==> src/rtl/enemy_chase_ctrl_pkg.sv <==
// Shared types and helpers for the enemy movement controller.
// Used by every build, including the one with ENEMY_FLEE_EN defined.
package enemy_pkg;

    typedef enum logic [1:0] {
        DIR_UP    = 2'd0,
        DIR_RIGHT = 2'd1,
        DIR_DOWN  = 2'd2,
        DIR_LEFT  = 2'd3
    } dir_t;

    typedef enum logic [1:0] {
        CHASE = 2'd0,
        FLEE  = 2'd1,
        DEAD  = 2'd2
    } state_t;

    localparam int FIXED_POINT_MULTIPLIER = 64;

    function automatic dir_t reverse_dir(input dir_t d);
        return dir_t'(d ^ 2'd2);
    endfunction

    // Signed division truncates toward zero, which matches the pixel convention.
    function automatic logic signed [10:0] fixed_to_pixel(input logic signed [31:0] p);
        logic signed [31:0] q;
        q = p / FIXED_POINT_MULTIPLIER;
        return q[10:0];
    endfunction

endpackage

==> src/rtl/enemy_chase_ctrl_if.sv <==
// Frame-rate control bus between the playfield logic and one enemy controller.
interface enemy_chase_ctrl_if;
    logic               startOfFrame;
    logic        [3:0]  free_direction;
    logic        [10:0] player_x;
    logic        [10:0] player_y;
    logic               enemy_hit;
    logic               player_died;
    logic               flee_req;
    logic               alive;
    logic               fleeing;
    logic        [1:0]  direction;
    logic signed [10:0] topLeftX;
    logic signed [10:0] topLeftY;

    modport master (
        output startOfFrame, free_direction, player_x, player_y,
               enemy_hit, player_died, flee_req,
        input  alive, fleeing, direction, topLeftX, topLeftY
    );

    modport slave (
        input  startOfFrame, free_direction, player_x, player_y,
               enemy_hit, player_died, flee_req,
        output alive, fleeing, direction, topLeftX, topLeftY
    );
endinterface

==> src/rtl/enemy_dir_select.sv <==
// Combinational heading chooser: corridor following plus chase/flee steering at junctions.
module enemy_dir_select
    import enemy_pkg::*;
(
    input  logic [3:0]  free_direction,
    input  dir_t        heading,
    input  logic [10:0] enemy_x,
    input  logic [10:0] enemy_y,
    input  logic [10:0] player_x,
    input  logic [10:0] player_y,
    input  logic        flee,
    output dir_t        next_dir,
    output logic        move_en
);

    // Lowest index wins: up, right, down, left.
    function automatic dir_t first_open(input logic [3:0] mask);
        dir_t r;
        r = DIR_UP;
        for (int i = 3; i >= 0; i--) begin
            if (mask[i]) r = dir_t'(2'(i));
        end
        return r;
    endfunction

    logic [3:0] open_dir;
    logic [2:0] open_cnt;
    logic [5:0] ebx, eby, pbx, pby, dx, dy;
    dir_t       tgt_x, tgt_y, prim, sec;

    // Re-index so that open_dir[d] matches dir_t encoding d.
    assign open_dir = {free_direction[0], free_direction[1], free_direction[2], free_direction[3]};
    assign open_cnt = 3'(free_direction[0]) + 3'(free_direction[1])
                    + 3'(free_direction[2]) + 3'(free_direction[3]);

    assign ebx = enemy_x[10:5];
    assign eby = enemy_y[10:5];
    assign pbx = player_x[10:5];
    assign pby = player_y[10:5];
    assign dx  = (pbx >= ebx) ? (pbx - ebx) : (ebx - pbx);
    assign dy  = (pby >= eby) ? (pby - eby) : (eby - pby);

    // Equal block coordinates favour right/down when chasing, left/up when fleeing.
    assign tgt_x = ((pbx >= ebx) ^ flee) ? DIR_RIGHT : DIR_LEFT;
    assign tgt_y = ((pby >= eby) ^ flee) ? DIR_DOWN  : DIR_UP;
    assign prim  = (dx >= dy) ? tgt_x : tgt_y;
    assign sec   = (dx >= dy) ? tgt_y : tgt_x;

    always_comb begin
        next_dir = heading;
        move_en  = 1'b1;
        case (open_cnt)
            3'd0: move_en = 1'b0;
            3'd1: next_dir = first_open(open_dir);
            3'd2: begin
                if (!open_dir[heading]) begin
                    next_dir = first_open(open_dir & ~(4'd1 << reverse_dir(heading)));
                end
            end
            default: begin
                if (open_dir[prim])     next_dir = prim;
                else if (open_dir[sec]) next_dir = sec;
                else                    next_dir = first_open(open_dir);
            end
        endcase
    end

endmodule

==> src/rtl/enemy_chase_ctrl.sv <==
// Per-enemy movement controller: heading, fixed-point position, death and respawn.
// Define ENEMY_FLEE_EN to build the FLEE state with reversal and half-speed moves.
module enemy_chase_ctrl
    import enemy_pkg::*;
#(
    parameter int INITIAL_X      = 504,
    parameter int INITIAL_Y      = 344,
    parameter int SPEED          = 128,
    parameter int RESPAWN_FRAMES = 256
) (
    input logic clk,
    input logic resetN,
    enemy_chase_ctrl_if.slave bus
);

    localparam logic signed [31:0] SpawnX      = 32'(INITIAL_X * FIXED_POINT_MULTIPLIER);
    localparam logic signed [31:0] SpawnY      = 32'(INITIAL_Y * FIXED_POINT_MULTIPLIER);
    localparam logic        [10:0] RespawnLast = 11'(RESPAWN_FRAMES - 1);

    state_t             state_q, state_d;
    dir_t               dir_q, dir_d;
    logic signed [31:0] pos_x_q, pos_x_d, pos_y_q, pos_y_d;
    logic        [10:0] cnt_q, cnt_d;

    logic               flee_req;
    logic               flee_mode;
    logic signed [31:0] step;
    logic signed [10:0] pix_x, pix_y;
    dir_t               sel_dir;
    logic               sel_move;

`ifdef ENEMY_FLEE_EN
    assign flee_req    = bus.flee_req;
    assign bus.fleeing = (state_q == FLEE);
`else
    assign flee_req    = 1'b0;
    assign bus.fleeing = 1'b0;
`endif

    // Steering and speed follow the mode the enemy is in after this frame.
    assign flee_mode = (state_q == FLEE) && flee_req;
    assign step      = flee_mode ? 32'(SPEED / 2) : 32'(SPEED);
    assign pix_x     = fixed_to_pixel(pos_x_q);
    assign pix_y     = fixed_to_pixel(pos_y_q);

    enemy_dir_select u_dir_select (
        .free_direction (bus.free_direction),
        .heading        (dir_q),
        .enemy_x        (pix_x),
        .enemy_y        (pix_y),
        .player_x       (bus.player_x),
        .player_y       (bus.player_y),
        .flee           (flee_mode),
        .next_dir       (sel_dir),
        .move_en        (sel_move)
    );

    always_ff @(posedge clk or negedge resetN) begin
        if (!resetN) begin
            state_q <= CHASE;
            dir_q   <= DIR_LEFT;
            pos_x_q <= SpawnX;
            pos_y_q <= SpawnY;
            cnt_q   <= '0;
        end else begin
            state_q <= state_d;
            dir_q   <= dir_d;
            pos_x_q <= pos_x_d;
            pos_y_q <= pos_y_d;
            cnt_q   <= cnt_d;
        end
    end

    always_comb begin
        state_d = state_q;
        dir_d   = dir_q;
        pos_x_d = pos_x_q;
        pos_y_d = pos_y_q;
        cnt_d   = cnt_q;

        if (state_q != DEAD && (bus.enemy_hit || bus.player_died)) begin
            state_d = DEAD;
            cnt_d   = '0;
        end else if (bus.startOfFrame) begin
            if (state_q == DEAD) begin
                if (cnt_q == RespawnLast) begin
                    state_d = flee_req ? FLEE : CHASE;
                    dir_d   = DIR_LEFT;
                    pos_x_d = SpawnX;
                    pos_y_d = SpawnY;
                    cnt_d   = '0;
                end else begin
                    cnt_d = cnt_q + 11'd1;
                end
            end else if (state_q == CHASE && flee_req) begin
                state_d = FLEE;
                dir_d   = reverse_dir(dir_q);
            end else begin
                state_d = flee_req ? FLEE : CHASE;
                if (sel_move) begin
                    dir_d = sel_dir;
                    unique case (sel_dir)
                        DIR_UP:    pos_y_d = pos_y_q - step;
                        DIR_RIGHT: pos_x_d = pos_x_q + step;
                        DIR_DOWN:  pos_y_d = pos_y_q + step;
                        DIR_LEFT:  pos_x_d = pos_x_q - step;
                    endcase
                end
            end
        end
    end

    assign bus.alive     = (state_q != DEAD);
    assign bus.direction = dir_q;
    assign bus.topLeftX  = pix_x;
    assign bus.topLeftY  = pix_y;

endmodule

==> src/flat_wrapper.sv <==
// flat-port wrapper written by rule: the top's interface ports become plain ports
module enemy_chase_ctrl_flat import enemy_pkg::*;
#(
    parameter int INITIAL_X      = 504,
    parameter int INITIAL_Y      = 344,
    parameter int SPEED          = 128,
    parameter int RESPAWN_FRAMES = 256
)
  (clk, resetN, bus_startOfFrame, bus_free_direction, bus_player_x, bus_player_y, bus_enemy_hit, bus_player_died, bus_flee_req, bus_alive, bus_fleeing, bus_direction, bus_topLeftX, bus_topLeftY);
  enemy_chase_ctrl_if bus_i ();
  input logic clk;
  input logic resetN;
  input wire logic [$bits(bus_i.startOfFrame)-1:0] bus_startOfFrame;
  input wire logic [$bits(bus_i.free_direction)-1:0] bus_free_direction;
  input wire logic [$bits(bus_i.player_x)-1:0] bus_player_x;
  input wire logic [$bits(bus_i.player_y)-1:0] bus_player_y;
  input wire logic [$bits(bus_i.enemy_hit)-1:0] bus_enemy_hit;
  input wire logic [$bits(bus_i.player_died)-1:0] bus_player_died;
  input wire logic [$bits(bus_i.flee_req)-1:0] bus_flee_req;
  output wire logic [$bits(bus_i.alive)-1:0] bus_alive;
  output wire logic [$bits(bus_i.fleeing)-1:0] bus_fleeing;
  output wire logic [$bits(bus_i.direction)-1:0] bus_direction;
  output wire logic [$bits(bus_i.topLeftX)-1:0] bus_topLeftX;
  output wire logic [$bits(bus_i.topLeftY)-1:0] bus_topLeftY;
  assign bus_i.startOfFrame = bus_startOfFrame;
  assign bus_i.free_direction = bus_free_direction;
  assign bus_i.player_x = bus_player_x;
  assign bus_i.player_y = bus_player_y;
  assign bus_i.enemy_hit = bus_enemy_hit;
  assign bus_i.player_died = bus_player_died;
  assign bus_i.flee_req = bus_flee_req;
  assign bus_alive = bus_i.alive;
  assign bus_fleeing = bus_i.fleeing;
  assign bus_direction = bus_i.direction;
  assign bus_topLeftX = bus_i.topLeftX;
  assign bus_topLeftY = bus_i.topLeftY;
  enemy_chase_ctrl #(.INITIAL_X(INITIAL_X), .INITIAL_Y(INITIAL_Y), .SPEED(SPEED), .RESPAWN_FRAMES(RESPAWN_FRAMES)) u_core (.clk(clk), .resetN(resetN), .bus(bus_i));
endmodule
==> config.mk <==
export PLATFORM = sky130hd
export DESIGN_NAME = enemy_chase_ctrl_flat
export DESIGN_NICKNAME = d
export VERILOG_FILES = /design/src/rtl/enemy_chase_ctrl_pkg.sv /design/src/rtl/enemy_chase_ctrl_if.sv /design/src/rtl/enemy_dir_select.sv /design/src/rtl/enemy_chase_ctrl.sv /design/src/flat_wrapper.sv
export SDC_FILE = /design/constraint.sdc
export NUM_CORES = 1
export LEC_CHECK = 0
export ABC_CLOCK_PERIOD_IN_PS = 11900
export BUFFER_PORTS_ARGS = -buffer_cell sky130_fd_sc_hd__buf_2
export CAP_MARGIN = 20
export CELL_PAD_IN_SITES_DETAIL_PLACEMENT = 1
export CELL_PAD_IN_SITES_GLOBAL_PLACEMENT = 1
export CORE_UTILIZATION = 45
export DETAILED_ROUTE_END_ITERATION = 10
export GPL_TIMING_DRIVEN = 0
export PLACE_DENSITY = 0.82
export SLEW_MARGIN = 20
export SYNTH_ARGS = -nofsm -noshare
export SYNTH_HDL_FRONTEND = slang
export SYNTH_SLANG_ARGS = --single-unit
export TNS_END_PERCENT = 20
==> constraint.sdc <==
create_clock -name clk -period 11.9 [get_ports clk]
set_input_delay 2.38 -clock clk [delete_from_list [all_inputs] [get_ports clk]]
set_output_delay 2.38 -clock clk [all_outputs]
set_load 0.02 [all_outputs]
# Yosys cells after proc, flatten, opt, wreduce, memory -nomap -nowiden
# Cells that the tools add are included.
[op_classes]
add_sub_neg = 14
n_lt_le_gt_ge = 6
eq_ne = 11
shifts = 1
mux = 43
n_bitwise = 6
reduce_logical = 15
[op_table]
columns = ["op", "count"]
rows = [
  ["2-to-1 mux 32 bit", 6],
  ["one-hot mux 32 bit (2 select lines)", 2],
  ["adder 32 x 9 -> 32 bit (second input constant)", 2],
  ["subtractor 32 x 9 -> 32 bit (second input constant)", 2],
  ["2-to-1 mux 11 bit", 4],
  ["2-to-1 mux 2 bit", 22],
  ["subtractor 6 bit", 4],
  ["adder 11 x 1 -> 11 bit", 2],
  ["greater-or-equal comparator 6 bit", 3],
  ["2-to-1 mux 6 bit", 2],
  ["OR reduction 6 bit", 2],
  ["adder 11 x 1 -> 11 bit (second input constant)", 1],
  ["equality test 11 x 8 -> 1 bit (second input constant)", 1],
  ["AND reduction 5 bit", 2],
  ["less-than comparator 2 x 3 -> 1 bit (second input constant)", 3],
  ["adder 3 x 1 -> 3 bit", 2],
  ["binary-select mux 1 bit (select 2 bit)", 3],
  ["equality test 2 bit (second input constant)", 3],
  ["one-hot mux 2 bit (3 select lines)", 1],
  ["nonzero test 3 bit", 2],
  ["AND 4 bit", 1],
  ["inequality test 2 bit (second input constant)", 2],
  ["NOT 4 bit", 1],
  ["AND reduction 2 bit", 2],
  ["16 further kinds", 21],
]
[totals]
reg_bits = 79
input_bits = 32
out_inout_bits = 26
wordCells = 101

# Logic depth before layout (Yosys ltp)
# Gate-level depths: netlist (run 1).
[logic_depth]
depth_word = 16
ltp_mapped = 30
depth_no_buf = 29

# Cells and area by module
# From an unflattened synthesis (run 1), not the netlist that was laid out.
[unflattened]
hier_cells = 505
hier_area_um2 = 3986.3
[modules_own_cells]
columns = ["module", "instances", "cells_each", "area_per_inst_um2", "seq_area_each_um2"]
rows = [
  ["enemy_chase_ctrl", 1, 314, 2496.1, 865.8],
  ["enemy_dir_select", 1, 191, 1490.2, 0.0],
]

# Worst setup path before layout (run 1)
# OpenSTA, ideal clock, no wires.
[synth_path]
path_kind = "input to register"
start = "in bus_player_x[5]"
end = "reg u_core.pos_y_q[15]"
setup_ns = 0.121
arrival_ns = 7.606
t_required_ns = 11.779
slack_ns = 4.173
stages = 28
path_buffers = 0
path_cell_list = "inv_1 > ha_1 > fa_1 > a21boi_1 > o21ai_2 > nor2_1 > mux2_2 > a21oi_1 > o21ai_0 > a221o_1 > a21oi_1 > xnor2_1 > ha_1 > a21oi_1 > o31ai_2 > o221a_4 > a21o_4 > nand2_1 > ha_1 > nor2b_1 > o21ai_0 > a21boi_1 > or2_2 > nor2_1 > o21ai_0 > a21o_1 > xor2_1 > a22o_1"
[synth_via]
elab_chain_len = 13
elab_cells_between_ends = 22
classes_between = "add/sub (2); order compare (2); eq/ne (1); mux (14); reduce/logical (3)"
[synth_rtl]
columns = ["item", "line", "source"]
rows = [
  ["start, declared", "flat_wrapper.sv:15", "input wire logic [$bits(bus_i.player_x)-1:0] bus_player_x;"],
  ["subtractor 6 bit or greater-or-equal comparator 6 bit (tied branches)", "enemy_dir_select.sv:40, enemy_dir_select.sv:44", ""],
  ["2-to-1 mux 6 bit", "enemy_dir_select.sv:40", "assign dx = (pbx >= ebx) ? (pbx - ebx) : (ebx - pbx);"],
  ["greater-or-equal comparator 6 bit", "enemy_dir_select.sv:46, enemy_dir_select.sv:47", ""],
  ["2-to-1 mux 2 bit", "enemy_dir_select.sv:47", "assign sec = (dx >= dy) ? tgt_y : tgt_x;"],
  ["binary-select mux 1 bit (select 2 bit)", "enemy_dir_select.sv:62", "else if (open_dir[sec]) next_dir = sec;"],
  ["2-to-1 mux 1 bit (not written as such)", "enemy_dir_select.sv:62", ""],
  ["2-to-1 mux 2 bit", "enemy_dir_select.sv:62", ""],
  ["2-to-1 mux 2 bit (*)", "enemy_dir_select.sv:61", "if (open_dir[prim]) next_dir = prim;"],
  ["one-hot mux 2 bit (3 select lines) (*)", "enemy_dir_select.sv:52", "case (open_cnt)"],
  ["equality test 2 bit or logical NOT 2 bit (tied branches)", "enemy_chase_ctrl.sv:102", "unique case (sel_dir)"],
  ["one-hot mux 32 bit (2 select lines)", "enemy_chase_ctrl.sv:102", ""],
  ["2-to-1 mux 32 bit", "enemy_chase_ctrl.sv:100", "if (sel_move) begin"],
  ["2-to-1 mux 32 bit", "enemy_chase_ctrl.sv:85", "if (state_q == DEAD) begin"],
  ["end signal, assigned", "enemy_chase_ctrl.sv:63", "pos_y_q <= SpawnY;"],
  ["end signal, assigned", "enemy_chase_ctrl.sv:69", "pos_y_q <= pos_y_d;"],
  ["end, declared", "enemy_chase_ctrl.sv:22", "logic signed [31:0] pos_x_q, pos_x_d, pos_y_q, pos_y_d;"],
]
# Every way passes the cells marked *; elsewhere a longest branch is shown, timed or not. The select of a mux whose other input is x is not followed.
# A chain may end at the register's enable or synchronous reset.

# Final worst setup path (run 1)
# Ends and elaborated chain as after synthesis.

==> flow_metrics.tcl, run 1 <==
set metrics [dict create \
    reg2reg_slack_ps 4560 \
    path_class "in2reg" \
    cp_max_fo 13 \
    status "complete, no violations" \
    vias 3497 \
    p_int_uw 314 \
    ir_drop_mv 0.0588 \
    ys.flop_type "dfrtp_1" \
    place_congestion 0.843 \
    layout_min_cycle_time_ps 8510 \
    ff2ff_path_depth 29 \
    hold_ws_ps 494 \
    synth-async-reset-ratio_pct 100 \
    path_buf_inv 2 \
    fin_worst_skew_ps 15.0 \
    first_iter_violations 95 \
    clock.fmax_mhz 117 \
    min_to "u_core.pos_y_q[9]$_DFFE_PN1P_" \
    stdcell_count 636 \
    required_ps 12090 \
    utilization_pct 52.2 \
    grt_start_max_net_pins 35 \
    die_x_um 93.8 \
    nets 613 \
    cts_buffers 5 \
    yosys-top-cells-area "ha_1, dfrtp_1, dfstp_2, o21ai_0, inv_1" \
    switching_share_pct 39.2 \
    cp_slowest_stage_delay_ps 560 \
    start_util_pct 46.3 \
    drc_errors 0 \
    synth_top_cell_area_share_pct 15.2 \
    synth_common_cells "ha_1, inv_1, clkbuf_1, nand2_1, o21ai_0" \
    min_from "u_core.pos_y_q[9]$_DFFE_PN1P_" \
    timing.final.max_slew_violations 0 \
    ys_seq_area_share_pct 22.9 \
    grt_pass1_wl_mm 16.6 \
    cts_tree "yes" \
    period_share_pct 71.5 \
    ys_seq_elements 34 \
    cpMostUsedCell "a21oi_1" \
    hpwl_mm 7.86 \
    synth_cell_types 64 \
    p_comb_share_pct 47.8 \
    powerDensity_mw_per_mm2 121 \
    leakage_uw 0.00203 \
    post_drt_wl_per_cell_um 15.5 \
    hp-class "reg2reg" \
    portBuffers 41 \
    ant_nets 0 \
    rr_startpoint "u_core.pos_x_q[11]$_DFFE_PN1P_" \
    place_inst 628 \
    r2r_end "u_core.pos_y_q[15]$_DFFE_PN0P_" \
    tns_ps 0 \
    grt_pass1_vias 3578 \
    overflow 0 \
    path_delay_family "compound AO/OA/AOI/OAI gates" \
    min_delay_path_depth 2 \
    cp.arrival_ps 8700 \
    critPathCaptureType "flip-flop" \
    cts_resized 0 \
    setup.worst_path.start_class "input port" \
    synth-edff-count 0 \
    clk_latency_ps 300 \
    cts_hold_buffers 0 \
    syn_inst 480 \
    finalSetupViolations 0 \
    clk_pin_slew_ps 80 \
    crit_start "bus_player_x[5]" \
    grt_usage_pct 23.8 \
    yosys.area.top_type "ha_1" \
    clock_power_share_pct 26.2 \
    core.rowCount 33 \
    hold_viol 0 \
    dieArea_mm2 0.00879 \
    core-area_mm2 0.00818 \
    max_cap_viol_count 0 \
    cts_max_path_buffers 2 \
    drive_above_1_share_pct 17.7 \
    fillCellCount 1057 \
    power_frac_seq_pct 26.0 \
    first_pass_iters 4 \
    p_sw_uw 203 \
    cts_max_level 2 \
    cts_setup_buffers 0 \
    cts_sinks 34 \
    slowest_stage "nor2_1" \
    cts_root_buf "clkbuf_8" \
    die_h_um 93.8 \
    pin_count 58 \
    worst_pin_slew_ps 816 \
    syn-cell-area_mm2 0.00379 \
    syn2layout_area_growth_pct 12.7 \
    syn_area_per_cell_um2 7.89 \
    diodes 0 \
    routed_wirelength_mm 9.85 \
    via_per_inst 5.50 \
    grt_setup_unrepaired "false" \
    slew_headroom_pct 45.6 \
    ys_warn_count 0 \
    antenna_found_initial 0 \
]
-- worst register-to-register path: cells and delay by family (launching register included) --
| family | cells | cell delay [ps] |
|---|---|---|
| xor+xnor | 2 | 310 |
| mux | 1 | 410 |
| simple gates | 5 | 1490 |
| buf+inv | 2 | 470 |
| compound gates | 15 | 2780 |
| flops | 1 | 580 |
| fa+ha+maj | 4 | 1180 |
-- per-stage QoR --
stage / total power (uW) / cell area (um2) / worst slack (ps)
2_1_floorplan: 324 / 3800 / 4170
3_3_place_gp: 367 / 4130 / 3350
3_5_place_dp: 382 / 4130 / 3130
4_1_cts: 520 / 4270 / 3380
5_1_grt: 555 / 4270 / 2910
6_report: 517 / 4270 / 3390
-- area by class of cell --
type / count / area (um2) / area share (%)
multi-input combinational: 347 / 2520 / 59.0
sequential: 34 / 866 / 20.3
buffer: 54 / 236 / 5.54
timing repair buffer: 41 / 205 / 4.81
inverter: 47 / 176 / 4.13
tap: 105 / 131 / 3.08
clock buffer: 5 / 68.8 / 1.61
clock inverter: 3 / 68.8 / 1.61
-- cells in the final DEF (no fill, tap or decap), types with 3 or more instances in the layout --
cell      synthesis  layout
dfrtp_1          22      22
nor3_1            7       7
buf_4             5       5
buf_2             6      47
nor4_1            5       5
inv_1            46      46
dfstp_2          12      12
or3_1             5       5
o21a_1            3       3
nand4_1           3       3
o21ai_1           4       4
a22o_1            3       3
mux2i_1          11      11
nor2b_1           6       6
nor2_1           29      29
o21ai_0          37      37
a21boi_1          3       3
conb_1            1       3
mux2_2            4       4
a21o_1            5       5
a21oi_1          31      31
or2_2             3       3
clkbuf_1         42      42
and3_1            8       8
nand2_1          42      42
xor2_1           10      10
fa_1              5       5
a22oi_1           6       6
o31ai_1           4       4
nand3_1           9       9
a31oi_1           9       9
ha_1             46      46
xnor2_1           9       9
clkbuf_8          0       5
-- power by group through the flow --
| stage | Clock (uW) | Sequential [uW] | Combinational [uW] |
|---|---|---|---|
| global placement | 0 | 136 | 231 |
| detailed placement | 0 | 137 | 245 |
| CTS | 137 | 135 | 249 |
| finish | 136 | 134 | 247 |
| floorplan | 0 | 135 | 189 |
| global route | 142 | 136 | 278 |
-- flip-flops by register name, summed over array words and instances, names as in the netlist --
name and flops:
u_core.bus.direction 2, u_core.state_q 1, u_core.pos_x_q 10, u_core.cnt_q 11, u_core.pos_y_q 10
-- cells by family after synthesis --
kind of cell / synth area share [%]
other: 0.0990
AOI/OAI and AO/OA: 23.1
buffers and inverters: 10.9
and+or+nand+nor: 16.7
DFF: 22.9
muxes: 4.10
adders and majority gates: 17.8
xor gates and xnor gates: 4.39
-- how the worst max path moves through the flow --
| stage | end | slack (ps) | cells after the start |
|---|---|---|---|
| 3_5_place_dp | u_core.pos_y_q[15]$_DFFE_PN0P_ | 3130 | 29 |
| 2_1_floorplan | u_core.pos_y_q[15]$_DFFE_PN0P_ | 4170 | 28 |
| 5_1_grt | u_core.pos_y_q[15]$_DFFE_PN0P_ | 2910 | 29 |
| 4_1_cts | u_core.pos_y_q[15]$_DFFE_PN0P_ | 3380 | 29 |
| 6_report | u_core.pos_y_q[15]$_DFFE_PN0P_ | 3390 | 29 |
| 3_3_place_gp | u_core.pos_y_q[15]$_DFFE_PN0P_ | 3350 | 29 |
-- metal layers --
layer	global-route usage (%)	up-vias	part of all wire (%)
met3	2.59	14	2.1
met1	30.6	1707	47
met2	42.3	52	49
met4	5.64	0	1.4
li1	-	1724	-
met5	0	-	0
Power figures use the tool's default switching activity.
==> run 2, diff against run 1 <==
--- a/config.mk
+++ b/config.mk
@@ -5,15 +5,16 @@
 export SDC_FILE = /design/constraint.sdc
 export NUM_CORES = 1
 export LEC_CHECK = 0
-export ABC_CLOCK_PERIOD_IN_PS = 11900
+export ABC_AREA = 1
+export ABC_CLOCK_PERIOD_IN_PS = 7200
 export BUFFER_PORTS_ARGS = -buffer_cell sky130_fd_sc_hd__buf_2
 export CAP_MARGIN = 20
 export CELL_PAD_IN_SITES_DETAIL_PLACEMENT = 1
 export CELL_PAD_IN_SITES_GLOBAL_PLACEMENT = 1
-export CORE_UTILIZATION = 45
+export CORE_UTILIZATION = 37
 export DETAILED_ROUTE_END_ITERATION = 10
 export GPL_TIMING_DRIVEN = 0
-export PLACE_DENSITY = 0.82
+export PLACE_DENSITY = 0.73
 export SLEW_MARGIN = 20
 export SYNTH_ARGS = -nofsm -noshare
 export SYNTH_HDL_FRONTEND = slang
==> constraint.sdc (replaced) <==
create_clock -name clk -period 7.2 [get_ports clk]
set_input_delay 1.44 -clock clk [delete_from_list [all_inputs] [get_ports clk]]
set_output_delay 1.44 -clock clk [all_outputs]
set_load 0.02 [all_outputs]
==> run 2 against run 1 <==
Against the previous run:
- final area increased by 8.7%
- final cell count grew 24%
- register-to-register slack worse by 3300 ps
- global-route usage is 3.5 points lower
- non-clock buffer count increased by 1
- core utilization down 9.4 points
- synthesized area rose by 8.3%
- flip-flop and latch count stayed put
==> flow_metrics.tcl, run 2 <==
set metrics [dict create \
    first_iter_violations 150 \
    synth_cell_types 51 \
    synth-edff-count 0 \
    cp_slowest_stage_delay_ps 360 \
    syn-cell-area_mm2 0.00410 \
    ys_seq_area_share_pct 21.1 \
    die_h_um 107 \
    clock.fmax_mhz 150 \
    path_class "in2reg" \
    period_share_pct 92.5 \
    place_congestion 0.843 \
    die_x_um 107 \
    synth_top_cell_area_share_pct 14.0 \
    cts_tree "yes" \
    via_per_inst 4.87 \
    core-area_mm2 0.0108 \
    dieArea_mm2 0.0115 \
    grt_setup_unrepaired "false" \
    cts_hold_buffers 0 \
    synth_most_common_cell "nand2_1" \
    status "complete, no violations" \
    portBuffers 42 \
    grt_pass1_vias 4035 \
    cts_max_path_buffers 2 \
    slowest_stage "ha_1" \
    critPathCaptureType "flip-flop" \
    syn2layout_area_growth_pct 13.2 \
    antenna_found_initial 0 \
    max_cap_viol_count 0 \
    layout_commonest_cell "nand2_1" \
    start_util_pct 37.8 \
    ys_seq_elements 34 \
    post_drt_wl_per_cell_um 13.7 \
    grt_pass1_wl_mm 18.8 \
    overflow 0 \
    cts_sinks 34 \
    ys.flop_type "dfrtp_1" \
    yosys-top-cells-area "ha_1, dfrtp_1, nand2_1, inv_1, dfstp_2" \
    synth_common_cells "nand2_1, inv_1, ha_1" \
    clk_pin_slew_ps 70 \
    hpwl_mm 8.91 \
    multi_input_area_mm2 0.00265 \
    largestRegisters "u_core.cnt_q (11), u_core.pos_x_q (10), u_core.pos_y_q (10)" \
    ys_warn_count 0 \
    layout_min_cycle_time_ps 6660 \
    grt_start_max_net_pins 35 \
    timing.final.max_slew_violations 0 \
    cp_max_fo 12 \
    synth-async-reset-ratio_pct 100 \
    routed_wirelength_mm 10.8 \
    first_pass_iters 4 \
    yosys.area.top_type "ha_1" \
    cts_buffers 5 \
    syn_inst 594 \
    hold_viol 0 \
    drive_above_1_share_pct 21.0 \
    setup.worst_path.start_class "input port" \
    seqCellArea_um2 866 \
    cpMostUsedCell "nand2_1" \
    cp.arrival_ps 6820 \
    dp_slack_ps -354 \
    largest_register "u_core.cnt_q" \
    drc_errors 0 \
    required_ps 7360 \
    grt_usage_pct 20.3 \
    finalSetupViolations 0 \
    tns_ps 0 \
    syn_area_per_cell_um2 6.91 \
    pin_count 58 \
    core.rowCount 38 \
    worst_pin_slew_ps 807 \
    ant_nets 0 \
    vias 3836 \
    diodes 0 \
    cts_max_level 2 \
    hp-class "reg2reg" \
    setup_slack_ps 538 \
    layout_common_cells "nand2_1, inv_1, buf_2, ha_1, clkbuf_1" \
    fin_worst_skew_ps 6.64 \
    largest_register_ff_count 11 \
    slew_headroom_pct 46.2 \
    nets 729 \
    clk_latency_ps 290 \
    cts_root_buf "clkbuf_8" \
    fillCellCount 1433 \
]
==> run 2: cell type report <==
cell class / instances / area share, %
plain buffers: 53 / 6.04
well taps: 140 / 3.77
multi-input cells: 413 / 57.0
repair buffers: 43 / 4.69
clock buffers: 7 / 1.86
flip-flops and latches: 34 / 18.6
inverters: 96 / 7.87
clock inverters: 1 / 0.108
==> run 2: logic make-up after synthesis <==
kind of cell / Yosys count / share of synthesized area (%)
AO/OA/AOI/OAI: 99 / 15.2
XOR/XNOR: 24 / 5.12
adder cells (fa/ha/maj): 51 / 16.5
buffers and inverters: 149 / 15.7
flip-flops: 34 / 21.1
multiplexers: 2 / 0.488
other: 1 / 0.0914
AND/OR/NAND/NOR: 234 / 25.9
==> run 2: worst max-delay path: cells and delay by family <==
kind	cells	cell delay, ps
xor gates and xnor gates	2	330
adders and majority gates	4	1200
AOI/OAI and AO/OA	9	1510
buffers and inverters	6	560
and+or+nand+nor	16	1520
muxes	1	240
==> run 2: timing repair <==
| item | CTS | global route |
|---|---|---|
| hold endpoints to repair | 0 | 0 |
| gates resized for setup | 1 | 10 |
| buffers inserted | 0 | 1 |
| endpoints found under the setup margin | 1 | 5 |
| cloned | 0 | 0 |
==> run 2: final timing paths <==
kind / from / endpoint / slack (ps) / cells past startpoint
worst max-delay path: bus_player_y[6] / u_core.pos_y_q[15]$_DFFE_PN0P_ / 540 / 38
worst min-delay path: u_core.pos_y_q[9]$_DFFE_PN1P_ / u_core.pos_y_q[9]$_DFFE_PN1P_ / 530 / 2
worst max register to register: u_core.pos_x_q[13]$_DFFE_PN1P_ / u_core.pos_y_q[15]$_DFFE_PN0P_ / 1220 / 38
worst min register to register: u_core.pos_y_q[9]$_DFFE_PN1P_ / u_core.pos_y_q[9]$_DFFE_PN1P_ / 530 / 2
max in group asynchronous: resetN / u_core.pos_y_q[8]$_DFFE_PN0P_ / 5450 / 1
min in group asynchronous: resetN / u_core.pos_x_q[8]$_DFFE_PN0P_ / 1230 / 1
==> run 2: layer usage <==
metal	track usage (%)	part of all wire, %	vias to the layer above
li1	-	-	1971
met1	25.5	47	1827
met2	37.3	50	28
met3	1.88	1.6	10
met4	4.89	1.4	0
met5	0	0	-
==> run 2: metrics by stage <==
step | hold WS [ps] | instances | util [%] | instance area, um2
3_5_place_dp | 522 | 778 | 41.5 | 4500
4_1_cts | 533 | 786 | 42.3 | 4590
2_1_floorplan | 489 | 596 | - | 4110
5_1_grt | 562 | 787 | 42.8 | 4640
3_3_place_gp | 510 | 778 | 41.5 | 4500
6_report | 527 | 787 | 42.8 | 4640
Power of run 2 is not shown: default switching activity piles up to over one toggle a cycle in this logic, so the estimate is an artifact.
